==> src/rtl/decoder_pkg.sv <==
// Shared definitions for the decoder_scan block: input mode codes, FSM states
// and the binary-to-one-hot helper.
package decoder_pkg;

   localparam int unsigned MAX_IN_W  = 8;
   localparam int unsigned MAX_OUT_W = 1 << MAX_IN_W;

   typedef enum logic [1:0] {
      MODE_HOLD  = 2'b00,
      MODE_PULSE = 2'b01,
      MODE_SCAN  = 2'b10,
      MODE_RSVD  = 2'b11
   } mode_t;

   typedef enum logic [1:0] {
      ST_IDLE,
      ST_HOLD,
      ST_PULSE,
      ST_SCAN
   } state_t;

   // Result is MAX_OUT_W wide; callers size-cast it down to their own OUT_W.
   function automatic logic [MAX_OUT_W-1:0] onehot(input logic [MAX_IN_W-1:0] code);
      logic [MAX_OUT_W-1:0] v;
      v       = '0;
      v[code] = 1'b1;
      return v;
   endfunction

endpackage

==> src/rtl/decoder_scan_tick_counter.sv <==
// Down-counter that reloads to LEN-1 and flags the cycle its count reaches zero
// while running, giving one terminal-count pulse every LEN running cycles.
module tick_counter #(
   parameter int unsigned LEN = 4
) (
   input  logic clk_i,
   input  logic rst_ni,
   input  logic clear_i,
   input  logic load_i,
   input  logic run_i,
   output logic tc_o
);

   localparam int unsigned   CW     = (LEN > 1) ? $clog2(LEN) : 1;
   localparam logic [CW-1:0] RELOAD = CW'(LEN - 1);

   logic [CW-1:0] count_q, count_d;

   always_comb begin
      count_d = count_q;
      if (clear_i) begin
         count_d = '0;
      end else if (load_i) begin
         count_d = RELOAD;
      end else if (run_i) begin
         count_d = (count_q == '0) ? RELOAD : count_q - CW'(1);
      end
   end

   assign tc_o = run_i && (count_q == '0);

   always_ff @(posedge clk_i or negedge rst_ni) begin
      if (!rst_ni) begin
         count_q <= '0;
      end else begin
         count_q <= count_d;
      end
   end

endmodule

==> src/rtl/decoder_scan.sv <==
// Registered binary-to-one-hot decoder with valid/ready input and HOLD, PULSE
// and SCAN output modes.
module decoder_scan
   import decoder_pkg::*;
#(
   parameter int unsigned IN_W      = 3,
   parameter int unsigned PULSE_LEN = 4,
   parameter int unsigned SCAN_DIV  = 8
) (
   input  logic                    sys_clk,
   input  logic                    sys_rst_n,
   input  logic                    en,
   input  logic                    in_valid,
   output logic                    in_ready,
   input  logic [IN_W-1:0]         in_code,
   input  logic [1:0]              in_mode,
   output logic [(1 << IN_W)-1:0]  out,
   output logic                    out_valid,
   output logic [IN_W-1:0]         code_q
);

   localparam int unsigned OUT_W = 1 << IN_W;

   state_t            state_q, state_d;
   logic [IN_W-1:0]   code_d;
   logic [OUT_W-1:0]  out_d;
   logic              started_q;
   logic              xfer;
   logic              pulse_tc, scan_tc;
   mode_t             mode;

   assign mode     = mode_t'(in_mode);
   // started_q keeps in_ready low from reset release until the first edge.
   assign in_ready = en && started_q && (state_q != ST_PULSE);
   assign xfer     = in_valid && in_ready;

   tick_counter #(.LEN(PULSE_LEN)) u_pulse_timer (
      .clk_i   (sys_clk),
      .rst_ni  (sys_rst_n),
      .clear_i (!en),
      .load_i  (xfer && (mode == MODE_PULSE)),
      .run_i   (state_q == ST_PULSE),
      .tc_o    (pulse_tc)
   );

   tick_counter #(.LEN(SCAN_DIV)) u_scan_div (
      .clk_i   (sys_clk),
      .rst_ni  (sys_rst_n),
      .clear_i (!en),
      .load_i  (xfer),
      .run_i   (state_q == ST_SCAN),
      .tc_o    (scan_tc)
   );

   always_ff @(posedge sys_clk or negedge sys_rst_n) begin
      if (!sys_rst_n) begin
         state_q   <= ST_IDLE;
         code_q    <= '0;
         out       <= '0;
         out_valid <= 1'b0;
         started_q <= 1'b0;
      end else begin
         state_q   <= state_d;
         code_q    <= code_d;
         out       <= out_d;
         out_valid <= |out_d;
         started_q <= 1'b1;
      end
   end

   always_comb begin
      state_d = state_q;
      code_d  = code_q;
      if (!en) begin
         state_d = ST_IDLE;
      end else if (xfer) begin
         code_d = in_code;
         case (mode)
            MODE_PULSE: state_d = ST_PULSE;
            MODE_SCAN:  state_d = ST_SCAN;
            default:    state_d = ST_HOLD;
         endcase
      end else begin
         case (state_q)
            ST_PULSE: if (pulse_tc) state_d = ST_IDLE;
            ST_SCAN:  if (scan_tc)  code_d  = code_q + IN_W'(1);
            default:  ;
         endcase
      end
   end

   // Outputs are decoded from the next state and registered with it.
   always_comb begin
      out_d = '0;
      if (state_d != ST_IDLE) begin
         out_d = OUT_W'(onehot(MAX_IN_W'(code_d)));
      end
   end

endmodule

==> config.mk <==
export PLATFORM = sky130hd
export DESIGN_NAME = decoder_scan
export DESIGN_NICKNAME = d
export VERILOG_FILES = /design/src/rtl/decoder_pkg.sv /design/src/rtl/decoder_scan_tick_counter.sv /design/src/rtl/decoder_scan.sv
export SDC_FILE = /design/constraint.sdc
export NUM_CORES = 1
export LEC_CHECK = 0
export CAP_MARGIN = 20
export CORE_MARGIN = 4
export CORE_UTILIZATION = 50
export DETAILED_ROUTE_END_ITERATION = 10
export GPL_ROUTABILITY_DRIVEN = 0
export PLACE_DENSITY = 0.88
export SYNTH_ARGS = -nofsm -noshare
export SYNTH_HDL_FRONTEND = slang
export SYNTH_SLANG_ARGS = --single-unit
==> constraint.sdc <==
create_clock -name sys_clk -period 3.14 [get_ports sys_clk]
set_input_delay 0.314 -clock sys_clk [delete_from_list [all_inputs] [get_ports sys_clk]]
set_output_delay 0.314 -clock sys_clk [all_outputs]
set_load 0.05 [all_outputs]
# After elaboration in Yosys (flattened, before gate mapping)
# Index checks and enable logic that the tools add are counted.
# totals
regBits	20
in_bits	9
out_inout_bits	13
# classes
addsub	3
magnitude_cmp	2
n_eq_ne	7
muxes	20
n_reduce_logical	11
# ops
cell	count
$mux W3	8
$mux W2	8
$lt A3 B9 Y1 const B	1
$mux W8	1
$reduce_or A8 Y1	1
$logic_and A1 B1 Y1	7
$eq A2 B2 Y1 const B	3
$ne A3 B1 Y1 const B	2
$pmux W2 S2	1
$add A3 B1 Y3 const B	1
$demux W1 S3	1
$ge A3 B1 Y1 const B	1
$logic_not A3 Y1	1
$sub A3 B1 Y3 const B	1
$eq A2 B1 Y1 const B	1
$logic_not A2 Y1	1
$ne A2 B2 Y1 const B	1
$reduce_bool A2 Y1	1
$sub A2 B1 Y2 const B	1
$mux W1	1

# Longest topological paths before layout
# depth
ltp_word	12
ltp_mapped	7
depth_no_buf	7

# Hierarchy
# A second synthesis with hierarchy kept.
# unflattened
hier_cells	103
area_unflattened_um2	1104.8
# by_module_without_submodules
module	instances	cells_per_inst	area_per_inst_um2	seq_area_each_um2
decoder_scan	1	70	794.5	375.4
tick_counter (u_scan_div)	1	21	196.4	75.1
tick_counter (u_pulse_timer)	1	12	113.9	50.0

# Worst setup path after synthesis
# Ideal clock, no wire load.
# synth_timing
path_type	register -> register
startpoint	register code_q[0]
endpoint	register out[7]
setup_time_ns	0.094
t_arrival_ns	1.793
slack_ns	1.253
path_stages_with_launch	6
synth_period_minus_slack_ns	1.887
path_cell_list	dfrtp_1 -> ha_1 -> nand3_1 -> or3_1 -> a31o_4 -> nor4b_4
# synth_between
elab_chain_len	10
word_cells_on_any_way	11
classes_between	add/sub (1); order compare (2); mux (7); reduce/logical (1)
# synth_lines
item	line_no	source
start: declaration	decoder_scan.sv:19	output logic [IN_W-1:0] code_q
start signal: assignment	decoder_scan.sv:64	code_q <= code_d;
$add A3 B1 Y3	decoder_scan.sv:86	ST_SCAN: if (scan_tc) code_d = code_q + IN_W'(1);
$mux W3	decoder_scan.sv:86	
$mux W3	decoder_scan.sv:84	case (state_q)
$mux W3	decoder_scan.sv:76	end else if (xfer) begin
$mux W3 *	decoder_scan.sv:74	if (!en) begin
$lt A3 B9 Y1 (implied by the code) or $ge A3 B1 Y1 (tied branches)	decoder_pkg.sv:26	v[code] = 1'b1;
$logic_and A1 B1 Y1 (implied by the code)	decoder_pkg.sv:26	
$mux W1 (implied by the code)	decoder_pkg.sv:26	
$demux W1 S3 *	decoder_pkg.sv:26	
$mux W8 *	decoder_scan.sv:95	if (state_d != ST_IDLE) begin
net out_d[7]	decoder_scan.sv:26	logic [OUT_W-1:0] out_d;
end signal: assignment	decoder_scan.sv:65	out <= out_d;
end: declaration	decoder_scan.sv:17	output logic [(1 << IN_W)-1:0] out,
# Mark *: on every way through the listed nets, which the timed path passes. The rest lies on a longest branch.
# A chain may end at the register's enable or synchronous reset.

# Worst setup path in the final report
# layout_timing
startpoint	register state_q[1]
endpoint	output port in_ready
# layout_between
elab_chain_len	2
# layout_lines
item	line_no	source
start: declaration	decoder_scan.sv:24	state_t state_q, state_d;
start signal: assignment	decoder_scan.sv:63	state_q <= state_d;
$ne A2 B2 Y1	decoder_scan.sv:34	assign in_ready = en && started_q && (state_q != ST_PULSE);
$logic_and A1 B1 Y1	decoder_scan.sv:34	
end: declaration	decoder_scan.sv:14	output logic in_ready,
# No other way between the ends.

==> flow_metrics.env <==
export IMPL_outcome="completed"
export IMPL_syn_area_per_cell_um2=11.0
export IMPL_cts_root_to_sink_buffers=2
export IMPL_yosysTopAreaCell="dfrtp_1"
export IMPL_fmax_mhz=417
export IMPL_fin_setup_tns_ns=0
export IMPL_cts_resized=0
export IMPL_place_area_um2=1410
export IMPL_dr_total_vias=920
export IMPL_syn_to_final_growth_pct=24.3
export IMPL_cts_setup_buffers=0
export IMPL_htreeDepth=1
export IMPL_startpoint="state_q[1]"
export IMPL_wl_per_cell_um=15.5
export IMPL_rsz0062_at_grt="false"
export IMPL_grt_first_pass_wirelength_mm=4.35
export IMPL_antenna_found_initial=0
export IMPL_synth_commonest_cells="20 x dfrtp_1, 10 x nand2_1, 7 x a21oi_1"
export IMPL_synth_ff_type="dfrtp_1"
export IMPL_endpoint_kind="primary output"
export IMPL_final_nets=147
export IMPL_viasPerCell=5.79
export IMPL_coreArea_um2=2230
export IMPL_synth_seq_cells=20
export IMPL_syn_cell_area_um2=1180
export IMPL_die_x_um=56.6
export IMPL_grt_max_degree=21
export IMPL_syn_nets=122
export IMPL_overflow=0
export IMPL_maxSlewViolCount=0
export IMPL_fin_ws_ns=0.740
export IMPL_dr_pass1_iters=4
export IMPL_wirelength_mm=2.46
export IMPL_synth_edf_count=0
export IMPL_critPathKind="register to primary output"
export IMPL_cp_data_arrival_time_ns=2.09
export IMPL_yosysMostFrequentCell="dfrtp_1"
export IMPL_synth_warnings=0
export IMPL_antenna_cells=0
export IMPL_layout_drive_gt1_share=0.198
export IMPL_die_height_um=56.6
export IMPL_row_count=17
export IMPL_p_leak_nw=0.607
export IMPL_cts_made_buffers=3
export IMPL_port_buffers=21
export IMPL_dpl_worst_slack_ns=0.892
export IMPL_skew_ns=0.00243
export IMPL_path_max_fanout=9
export IMPL_worstMarginPinSlew_ns=0.878
export IMPL_grt_total_usage=0.171
export IMPL_start_util=0.528
export IMPL_cts_root_buf="clkbuf_4"
export IMPL_synth_cell_types=41
export IMPL_ios=22
export IMPL_synth_top_cell_area_share=0.425
export IMPL_die_area_um2=3200
export IMPL_final_hold_viol_count=0
export IMPL_hold_ws_ns=0.497
export IMPL_clk_latency_ns=0.30
export IMPL_grt_pass1_vias=936
export IMPL_maxCapViolCount=0
export IMPL_vdd_drop_max_mv=0.536
export IMPL_setup_violations=0
export IMPL_hpwl_mm=1.88
export IMPL_numPlacedInstances=155
export IMPL_instances_no_fill=159
export IMPL_ant_nets=0
export IMPL_slew_headroom=0.413
export IMPL_clk_pin_slew_ns=0.12
export IMPL_finalCritPeriodShare=0.764
export IMPL_drt_iter0_markers=12
export IMPL_critPathLaunchType="register"
export IMPL_r2r_cells=6
export IMPL_synth_seq_area_share=0.425
export IMPL_cp_required_ns=2.83
export IMPL_netlist_top_cells_area="dfrtp_1 42%, ha_1 6.4%, nor4_2 4.2%"
export IMPL_timing_rr_start="u_scan_div.count_q[0]"
export IMPL_ys_async_sr_fraction=1.00
export IMPL_fin_area_um2=1470
export IMPL_cts_hold_buffers=0
export IMPL_min_path_type="input port to asynchronous set/reset pin"
export IMPL_cts_tree="done"
export IMPL_power_density_nw_per_um2=544
export IMPL_synthCells=107
export IMPL_drc=0
export IMPL_clkSinkCount=20
export IMPL_final_min_clock_period_ns=2.40
==> where the power goes <==
part	switching [mW]	leakage [nW]	internal, mW
combinational	0.175	0.315	0.107
sequential	0.0212	0.264	0.283
clock	0.0828	0.0279	0.129
==> layer usage <==
layer | global-route usage | share of wire
met1 | 0.205 | 0.42
met2 | 0.304 | 0.52
met3 | 0.0391 | 0.051
met4 | 0.0441 | 0.0053
met5 | 0 | 0
==> through the flow <==
stage | utilization | power (mW)
2_1_floorplan | - | 0.508
3_5_place_dp | 0.632 | 0.591
5_1_grt | 0.656 | 0.843
6_report | 0.656 | 0.798
3_3_place_gp | 0.632 | 0.582
4_1_cts | 0.656 | 0.804
==> cells by family (layout without fill, tap and decap cells) <==
group | after synthesis | after routing | synth area share
AOI/OAI and AO/OA | 29 | 29 | 0.192
adders and majority gates | 6 | 6 | 0.0637
buffers and inverters | 10 | 34 | 0.0414
DFF | 20 | 20 | 0.425
other | 1 | 1 | 0.00318
and+or+nand+nor | 41 | 41 | 0.275
==> final cells by class <==
type / instances / area [um2]
Clock buffer: 3 / 22.5
Clock inverter: 1 / 30.0
Fill cell: 163 / 768
Inverter: 8 / 30.0
Multi-Input combinational cell: 77 / 629
Sequential cell: 20 / 500
Tap cell: 28 / 35.0
Timing Repair Buffer: 22 / 218
==> final timing paths <==
path / slack [ns] / endpoint
worst max-delay path: 0.74 / in_ready
worst min-delay path: 0.50 / u_scan_div.count_q[2]
worst max register to register: 1.27 / out[7]
worst min register to register: 0.62 / u_pulse_timer.count_q[0]
max in group asynchronous: 2.11 / code_q[1]
min in group sys_clk: 0.62 / u_pulse_timer.count_q[0]
==> cell usage in the layout (no fill, tap or decap), drive strengths merged, types with 2 or more instances in the layout <==
| master | synthesis | routed |
|---|---|---|
| nor4b | 3 | 3 |
| nand2 | 10 | 10 |
| nor4 | 7 | 7 |
| o21ai | 6 | 6 |
| nor2 | 5 | 5 |
| inv | 8 | 8 |
| a21oi | 7 | 7 |
| or3 | 3 | 3 |
| o21a | 3 | 3 |
| ha | 6 | 6 |
| dfrtp | 20 | 20 |
| and2 | 2 | 2 |
| clkbuf | 0 | 3 |
| nand3 | 3 | 3 |
| clkdlybuf4s50 | 0 | 21 |
| a31oi | 3 | 3 |
| a21boi | 4 | 4 |
==> worst max-delay path, stage by stage (launching register included) <==
cell             delay, ns
dfrtp_1               0.48
nor2b_2               0.48
nor2_1                0.10
clkdlybuf4s50_1       0.72
==> registers in the layout (all words and copies together) (netlist names) <==
register / flops
code_q: 3
out: 8
out_valid: 1
started_q: 1
state_q: 2
u_pulse_timer.count_q: 2
u_scan_div.count_q: 3
Power figures use the tool's default switching activity.
